[config.mk]
export PLATFORM = sky130hd
export DESIGN_NAME = rom_loader
export DESIGN_NICKNAME = d
export VERILOG_FILES = /design/src/rtl/pattern_pkg.sv /design/src/rtl/byte_packer.sv /design/src/rtl/rom_loader.sv
export SDC_FILE = /design/constraint.sdc
export NUM_CORES = 1
export LEC_CHECK = 0
export CAP_MARGIN = 20
export CORE_MARGIN = 2
export CORE_UTILIZATION = 44
export DETAILED_ROUTE_END_ITERATION = 10
export PLACE_DENSITY = 0.7
export SYNTH_ARGS = -nofsm -noshare
export SYNTH_HDL_FRONTEND = slang
export SYNTH_SLANG_ARGS = --single-unit
[constraint.sdc]
create_clock -name clock -period 1.97 [get_ports clock]
set_input_delay 0.394 -clock clock [delete_from_list [all_inputs] [get_ports clock]]
set_output_delay 0.394 -clock clock [all_outputs]
set_load 0.01 [all_outputs]
[src/rtl/pattern_pkg.sv]
// rtl/pattern_pkg.sv - shared state encoding and word-geometry helpers for rom_loader
package pattern_pkg;

  // Loader FSM states (plain constants so older tools and waveform viewers decode them identically)
  localparam logic [2:0] ST_IDLE  = 3'd0;
  localparam logic [2:0] ST_LOAD  = 3'd1;
  localparam logic [2:0] ST_WRITE = 3'd2;
  localparam logic [2:0] ST_FLUSH = 3'd3;
  localparam logic [2:0] ST_DONE  = 3'd4;

  // Bytes packed into one RAM word of width dw
  function automatic int bpw_of(input int dw);
    return dw / 8;
  endfunction

  // Legal RAM word widths: whole bytes, one to eight of them
  function automatic bit dw_valid(input int dw);
    return ((dw % 8) == 0) && (dw >= 8) && (dw <= 64);
  endfunction

endpackage

[src/rtl/byte_packer.sv]
// rtl/byte_packer.sv - little-endian byte lane packer feeding the rom_loader word register
module byte_packer
  import pattern_pkg::*;
#(
  parameter int DW = 8
) (
  input  logic          clock,
  input  logic          reset,
  input  logic          i_clear,
  input  logic          i_insert,
  input  logic [7:0]    i_byte,
  output logic [DW-1:0] o_word,
  output logic [DW-1:0] o_ins_word,
  output logic          o_full,
  output logic          o_partial
);

  localparam int BPW = bpw_of(DW);
  localparam int LW  = (BPW > 1) ? $clog2(BPW) : 1;

  logic [LW-1:0] r_lane;
  logic [DW-1:0] r_word;

  // Word as it would look with i_byte dropped into the current lane
  always_comb begin
    o_ins_word = r_word;
    for (int k = 0; k < BPW; k++) begin
      if (r_lane == LW'(k)) begin
        o_ins_word[8*k +: 8] = i_byte;
      end
    end
  end

  assign o_word    = r_word;
  assign o_full    = (r_lane == LW'(BPW - 1));
  assign o_partial = (r_lane != '0);

  // Lane counter and accumulated word; a completed word empties the packer so unfilled lanes read 0
  always_ff @(posedge clock or posedge reset) begin
    if (reset) begin
      r_lane <= '0;
      r_word <= '0;
    end else if (i_clear) begin
      r_lane <= '0;
      r_word <= '0;
    end else if (i_insert) begin
      if (o_full) begin
        r_lane <= '0;
        r_word <= '0;
      end else begin
        r_lane <= r_lane + 1'b1;
        r_word <= o_ins_word;
      end
    end
  end

endmodule

[src/rtl/rom_loader.sv]
// rtl/rom_loader.sv - HPS download stream to pattern RAM word writer (optional csum via ROM_LOADER_CSUM_EN)
module rom_loader
  import pattern_pkg::*;
#(
  parameter int AW = 16,
  parameter int DW = 8
) (
  input  logic          clock,
  input  logic          reset,
  input  logic          dl_en,
  input  logic          dl_wr,
  input  logic [7:0]    dl_data,
  output logic          dl_wait,
  input  logic          wr_ready,
  output logic          wr_en,
  output logic [AW-1:0] wr_addr,
  output logic [DW-1:0] wr_data,
  output logic          loaded,
  output logic          overflow,
`ifdef ROM_LOADER_CSUM_EN
  output logic [7:0]    csum,
`endif
  output logic          done
);

  if (!dw_valid(DW) || (AW < 1)) begin : g_bad_cfg
    $error("rom_loader: DW must be a multiple of 8 in 8..64 and AW must be at least 1");
  end

  logic [2:0]    r_state;
  logic [2:0]    w_next_state;
  logic          r_dl_en_q;
  logic [AW:0]   r_word_idx;
  logic [AW-1:0] r_wr_addr;
  logic [DW-1:0] r_wr_data;
  logic          r_loaded;
  logic          r_overflow;

  logic          w_start;
  logic          w_in_load;
  logic          w_busy;
  logic          w_at_end;
  logic          w_take;
  logic          w_discard;
  logic          w_drop;
  logic          w_latch_full;
  logic          w_latch_part;
  logic          w_latch;
  logic          w_fire;
  logic [DW-1:0] w_word;
  logic [DW-1:0] w_ins_word;
  logic          w_full;
  logic          w_partial;

  // A new file starts only on a rising dl_en seen from IDLE; re-rises during the tail are ignored
  assign w_start   = (r_state == ST_IDLE) && dl_en && !r_dl_en_q;
  assign w_in_load = (r_state == ST_LOAD);
  assign w_busy    = (r_state == ST_WRITE) || (r_state == ST_FLUSH) || (r_state == ST_DONE);

  // Index one past the last RAM word: everything after this is thrown away
  assign w_at_end  = r_word_idx[AW];

  assign w_take    = w_in_load && dl_wr && !w_at_end;
  assign w_discard = w_in_load && dl_wr && w_at_end;
  assign w_drop    = dl_wr && w_busy;

  // Full word completes this cycle, or dl_en fell leaving a partly filled word behind
  assign w_latch_full = w_take && w_full;
  assign w_latch_part = w_in_load && !dl_en && !w_latch_full && (w_take || w_partial);
  assign w_latch      = w_latch_full || w_latch_part;

  assign wr_en  = (r_state == ST_WRITE) || (r_state == ST_FLUSH);
  assign w_fire = wr_en && wr_ready;

  // Back-pressure comes up in the very cycle the last lane is filled so the HPS holds off immediately
  assign dl_wait = w_busy || w_latch_full;

  byte_packer #(
    .DW (DW)
  ) u_packer (
    .clock      (clock),
    .reset      (reset),
    .i_clear    (w_start || w_latch),
    .i_insert   (w_take),
    .i_byte     (dl_data),
    .o_word     (w_word),
    .o_ins_word (w_ins_word),
    .o_full     (w_full),
    .o_partial  (w_partial)
  );

  // Next-state selection for the download sequencer
  always_comb begin
    w_next_state = r_state;
    case (r_state)
      ST_IDLE: begin
        if (w_start) w_next_state = ST_LOAD;
      end
      ST_LOAD: begin
        if (w_latch_full)      w_next_state = ST_WRITE;
        else if (w_latch_part) w_next_state = ST_FLUSH;
        else if (!dl_en)       w_next_state = ST_DONE;
      end
      ST_WRITE: begin
        if (w_fire) w_next_state = dl_en ? ST_LOAD : ST_DONE;
      end
      ST_FLUSH: begin
        if (w_fire) w_next_state = ST_DONE;
      end
      ST_DONE: begin
        w_next_state = ST_IDLE;
      end
      default: begin
        w_next_state = ST_IDLE;
      end
    endcase
  end

  // State, word index, pending write and sticky status registers
  always_ff @(posedge clock or posedge reset) begin
    if (reset) begin
      r_state    <= ST_IDLE;
      r_dl_en_q  <= 1'b0;
      r_word_idx <= '0;
      r_wr_addr  <= '0;
      r_wr_data  <= '0;
      r_loaded   <= 1'b0;
      r_overflow <= 1'b0;
    end else begin
      r_state   <= w_next_state;
      r_dl_en_q <= dl_en;
      if (w_start) begin
        r_word_idx <= '0;
        r_loaded   <= 1'b0;
        r_overflow <= 1'b0;
      end
      if (w_latch) begin
        r_wr_addr <= r_word_idx[AW-1:0];
        r_wr_data <= w_take ? w_ins_word : w_word;
      end
      if (w_fire) begin
        r_word_idx <= r_word_idx + 1'b1;
      end
      if (w_drop || w_discard) begin
        r_overflow <= 1'b1;
      end
      if (r_state == ST_DONE) begin
        r_loaded <= !(r_overflow || w_drop);
      end
    end
  end

`ifdef ROM_LOADER_CSUM_EN
  logic [7:0] r_csum;

  // Running mod-256 sum over bytes that actually land in a word
  always_ff @(posedge clock or posedge reset) begin
    if (reset) begin
      r_csum <= '0;
    end else if (w_start) begin
      r_csum <= '0;
    end else if (w_take) begin
      r_csum <= r_csum + dl_data;
    end
  end

  assign csum = r_csum;
`endif

  assign wr_addr  = r_wr_addr;
  assign wr_data  = r_wr_data;
  assign loaded   = r_loaded;
  assign overflow = r_overflow;
  assign done     = (r_state == ST_DONE);

endmodule

==> results of run 1 <==
==> sequential cells by signal, indices dropped and copies added (netlist names) <==
| name | flops |
|---|---|
| r_word_idx | 17 |
| wr_addr | 16 |
| wr_data | 8 |
| r_state | 3 |
| loaded | 1 |
| overflow | 1 |
| r_dl_en_q | 1 |
==> placed cells by master (no fill, tap or decap), drive strengths merged, types with 2 or more instances in the layout <==
cell	instances
a21oi	4
a31oi	6
and2	2
and3	4
buf	10
clkbuf	7
clkdlybuf4s50	38
dfrtp	47
inv	5
mux2	24
mux2i	9
nand2	21
nand2b	4
nand3	8
nand3b	2
nand4	7
nor2	6
nor3	3
o21ai	4
==> per-stage QoR <==
stage	cells	util	TNS, ns	total power, uW	worst slack [ns]
after floorplan	173	-	0	2010	0.355
after global placement	283	0.566	-0.231	2460	-0.231
after detailed placement	283	0.566	-0.239	2490	-0.239
after CTS	292	0.586	0	3080	0.00398
after global routing	292	0.587	0	3240	0.0695
final	292	0.587	0	3060	0.172
==> cells by family (layout without fill, tap and decap cells) <==
group,Yosys count,in the layout,synth area share
buffers and inverters,12,64,0.0354
flip-flops,47,47,0.546
AO/OA/AOI/OAI,18,18,0.0511
adder cells (fa/ha/maj),1,1,0.00581
multiplexers,33,33,0.197
AND/OR/NAND/NOR,60,60,0.157
XOR/XNOR,2,2,0.00813
==> critical path, cell delays in order <==
cell             delay [ns]
clkdlybuf4s50_1        0.48
nor4b_4                0.24
nand2_4                0.08
nand3_1                0.09
clkbuf_2               0.13
==> final cells by class <==
class | instances | area (um^2)
tap | 67 | 83.8
sequential | 47 | 1180
fill | 408 | 1950
inverter | 5 | 18.8
multi-input combinational | 114 | 912
clock inverter | 2 | 12.5
clock buffer | 6 | 72.6
timing repair buffer | 51 | 494
==> final timing paths <==
| kind | start | end | slack, ns | depth (start not counted) |
|---|---|---|---|---|
| worst max-delay path | dl_wr | dl_wait | 0.17 | 5 |
| worst min-delay path | reset | wr_data[2]$_DFFE_PP0N_ | 0.44 | 3 |
| worst max register to register | r_state[1]$_DFFE_PP0P_ | wr_addr[5]$_DFFE_PP0N_ | 0.35 | 4 |
| worst min register to register | wr_addr[8]$_DFFE_PP0N_ | wr_addr[8]$_DFFE_PP0N_ | 0.51 | 1 |
| max in group asynchronous | reset | r_state[1]$_DFFE_PP0P_ | 1.30 | 3 |
| min in group clock | wr_addr[8]$_DFFE_PP0N_ | wr_addr[8]$_DFFE_PP0N_ | 0.51 | 1 |
==> per-layer routing <==
layer	up-vias	routed length (um)	track usage	share of wire
met5	-	0	0	0
met4	0	58	0.0545	0.014
met3	4	166	0.0366	0.040
met2	46	1950	0.267	0.47
met1	746	1950	0.234	0.47
li1	710	-	-	-
==> power by group through the flow <==
stage	registers (uW)	clock network, uW	logic, uW
after floorplan	1320	0	694
after global placement	1290	0	1170
after detailed placement	1300	0	1190
after CTS	1280	599	1200
after global routing	1320	631	1290
final	1290	576	1190
==> what timing repair did <==
| action | in CTS | in global routing |
|---|---|---|
| setup endpoints to repair | 3 | 2 |
| hold buffers | 0 | 0 |
| setup buffers | 1 | 0 |
| resized for setup | 4 | 5 |
==> flow_summary.toml, run 1 <==
[synthesis]
synth_common_cells = "dfrtp_1, nand2_1, mux2_4"
synth_edf_count = 0
yosysWarnings = 0
seq_area_frac_synth = 0.546
syn-cell-area_um2 = 2150
ys_ff_latch = 47
ys.flop_type = "dfrtp_1"
syn_inst = 173
yosys-top-cells-area = "dfrtp_1, mux2_4, mux2i_1"
synth_async_sr_flop_share = 1.00
yosysMostFrequentCell = "dfrtp_1"
synth.distinct_cells = 33
synth_area_per_cell_um2 = 12.5
synth_top_area_frac = 0.546
syn_nets = 187
synth_top_area_cell = "dfrtp_1"

[layout]
n_antenna_cell = 0
final_area_um2 = 2770
drive_gt1_frac = 0.227
finalNetCount = 238
area_growth_syn_to_layout_pct = 28.6

[pwr]
p_sw_frac = 0.323
leakage_uw = 0.00136
cellPowerDensity_nw_per_um2 = 1100
seq_power_share = 0.423
p_clk_frac = 0.189
worst_ir_drop_vdd_v = 0.000611
power.internal_uw = 2070
power_frac_comb = 0.388
p_sw_uw = 987

[global_route]
grt_max_degree = 48
grt_pass1_wl_mm = 7.15
grtUsageTotal = 0.169
grt_pass1_vias = 1481
antenna_found_initial = 0
grt_overflow_total = 0

[clock_network]
clock_sinks = 47
clkSlewWorstSetupHoldPaths_ns = 0.09
cts.path.max_buffers = 2
cts_made_buffers = 5
cts-root-buf = "clkbuf_8"
cts_tree = "yes"
htreeDepth = 2
clock_latency_ns = 0.30

[placement]
hpwl_mm = 2.78
io_buffers = 41
place_area_um2 = 2670
gp_congestion = 0.827

[timing]
drv_slew = 0
tightestPinTransition_ns = 0.448
rsz0062_at_grt = "no"
hold_slack_ns = 0.442
hold_violations = 0
finalClockSkew_ns = 0.0128
max_freq_mhz = 556
fin_crit_sh = 0.913
relSlewSlack = 0.702
setup_viol = 0
layout_min_cycle_time_ns = 1.80

[routing]
drtIter0Drc = 116
vias = 1506
ant_nets = 0
totalWireLength_mm = 4.13
drc = 0
via_per_inst = 5.16
wire_per_inst_um = 14.1
firstDrtPassIters = 5

[die]
die-area_um2 = 5470
die_w_um = 74.0
rows = 25
core_um2 = 4720
fp.dieH_um = 74.0
initial_core_util = 0.456
io_pins = 42

[setup_path]
worstPathArrival_ns = 1.40
crit_fanout = 2
crit_path_end_kind = "output port"
critPathRequiredTime_ns = 1.58
cp-start-kind = "input port"
critical_path_class = "in -> out"

[min_path]
hold_path_class = "in -> async"

[outcome]
outcome = "finished, final reports clean"

[run]
cap_violations = 0
Note: power is estimated with default switching activity, not from simulation.
==> run 2, diff against run 1 <==
Settings changed: CAP_MARGIN 20 to 0.
==> results of run 2 <==
Final layout, timing and power as in run 1 (identical DEF).
==> run 3, diff against run 2 <==
Settings changed: PLACE_DENSITY 0.7 to unset, PLACE_DENSITY_LB_ADDON set to 0.12, SLEW_MARGIN set to 20.
==> run 3 against run 2 <==
  * Final cell count is 0.34% higher
  * Critical path type is now reg -> out
  * Clock power grew 43%
  * Total power is 7.7% higher
  * Largest power group unchanged
==> flow_summary.toml, run 3 (synthesized netlist as in run 1, its figures left out) <==
[layout]
area_growth_syn_to_layout_pct = 31.1
top_register = "r_word_idx"
drive_gt1_frac = 0.217
n_antenna_cell = 0
fin_cells = 293
mostFrequentLayoutCell = "dfrtp_1"
largest_reg_flops = 17
finalNetCount = 239
final_cell_mix = "dfrtp_1, clkdlybuf4s50_1, nand2_1"

[clock_network]
clock_latency_ns = 0.29
cts.path.max_buffers = 2
cts_tree = "yes"
clkSlewWorstSetupHoldPaths_ns = 0.08
htreeDepth = 2
clock_sinks = 47
cts_made_buffers = 5
cts-root-buf = "clkbuf_8"

[setup_path]
crit_path_end_kind = "output port"
critical_path_class = "reg -> out"
critPathRequiredTime_ns = 1.58
cp-start-kind = "flip-flop"
reg2reg_slack_ns = 0.37
timing.rr.end = "wr_addr[3]$_DFFE_PP0N_"
crit_fanout = 4
reg2reg_depth = 4
worstPathArrival_ns = 1.46
cp-endpoint = "dl_wait"
timing.rr.start = "r_state[1]$_DFFE_PP0P_"
crit_start = "r_state[1]$_DFFE_PP0P_"

[die]
die_w_um = 74.0
die-area_um2 = 5470
rows = 25
io_pins = 42
core_um2 = 4720
fp.dieH_um = 74.0
initial_core_util = 0.456

[timing]
fin_crit_sh = 0.943
drv_slew = 0
tns_ns = 0
tightestPinTransition_ns = 0.441
max_freq_mhz = 538
rsz0062_at_grt = "no"
relSlewSlack = 0.706
finalClockSkew_ns = 0.00895
hold_violations = 0
layout_min_cycle_time_ns = 1.86
hold_slack_ns = 0.371
fin_ws_ns = 0.112
setup_viol = 0

[routing]
totalWireLength_mm = 4.25
drc = 0
firstDrtPassIters = 4
via_per_inst = 5.13
drtIter0Drc = 95
wire_per_inst_um = 14.5
ant_nets = 0
vias = 1503

[global_route]
grt_pass1_wl_mm = 7.21
grt_max_degree = 32
antenna_found_initial = 0
grt_overflow_total = 0
grtUsageTotal = 0.171
grt_pass1_vias = 1557

[min_path]
holdPathStages = 2
hold_path_class = "in -> reg"

[run]
cap_violations = 0

[placement]
hpwl_mm = 2.94
pre_cts_ws_ns = -0.295
gp_congestion = 0.818
io_buffers = 41
dp.cells = 284

[pwr]
worst_ir_drop_vdd_v = 0.000728
cellPowerDensity_nw_per_um2 = 1170
leakage_uw = 0.00139

[outcome]
outcome = "finished, final reports clean"
run 3: worst min path at each step:
stage / endpoint / start / slack, ns
final: loaded$_DFFE_PP0P_ / dl_wr / 0.37
after CTS: wr_data[4]$_DFFE_PP0N_ / reset / 0.41
after global routing: loaded$_DFFE_PP0P_ / dl_wr / 0.38
after floorplan: r_dl_en_q$_DFF_PP0_ / dl_en / 0.43
after detailed placement: wr_addr[10]$_DFFE_PP0N_ / wr_addr[10]$_DFFE_PP0N_ / 0.49
after global placement: loaded$_DFFE_PP0P_ / overflow$_DFFE_PP0P_ / 0.48
run 3: layout make-up:
| class | instances | area (um^2) |
|---|---|---|
| Clock buffer | 6 | 72.6 |
| Timing Repair Buffer | 52 | 509 |
| Inverter | 5 | 18.8 |
| Clock inverter | 2 | 60.1 |
| Tap cell | 67 | 83.8 |
| Sequential cell | 47 | 1180 |
| Multi-Input combinational cell | 114 | 902 |
| Fill cell | 386 | 1900 |
run 3: metal layers:
layer | global-route usage | vias to the layer above | wire length, um
li1 | - | 715 | -
met5 | 0 | - | 0
met3 | 0.0420 | 4 | 142
met1 | 0.230 | 755 | 2050
met4 | 0.0586 | 0 | 25
met2 | 0.272 | 29 | 2030
run 3: repair_timing:
item | in CTS | in global routing
buffers inserted | 1 | 0
hold buffers | 0 | 0
pin swaps | 1 | 0
endpoints found under the setup margin | 3 | 2
resized for setup | 4 | 2
run 3: report_power, final:
group / total [uW] / switching, uW / leakage [uW] / internal, uW
logic: 1190 / 513 / 0.000703 / 673
clock network: 825 / 318 / 0.0000654 / 507
registers: 1280 / 137 / 0.000626 / 1140
total: 3290 / 968 / 0.00139 / 2320
run 3: through the flow:
stage / util / area, um^2 / total power, uW
after detailed placement: 0.567 / 2680 / 2490
after CTS: 0.597 / 2820 / 3330
after global routing: 0.598 / 2820 / 3480
after floorplan: - / 2150 / 2010
after global placement: 0.567 / 2680 / 2450
final: 0.598 / 2820 / 3290
run 3: worst max-delay path, cell delays in order (launching register included):
cell and delay (ns):
dfrtp_2 0.45, nor4b_4 0.33, nand2_4 0.07, nand3_1 0.08, clkdlybuf4s15_1 0.24
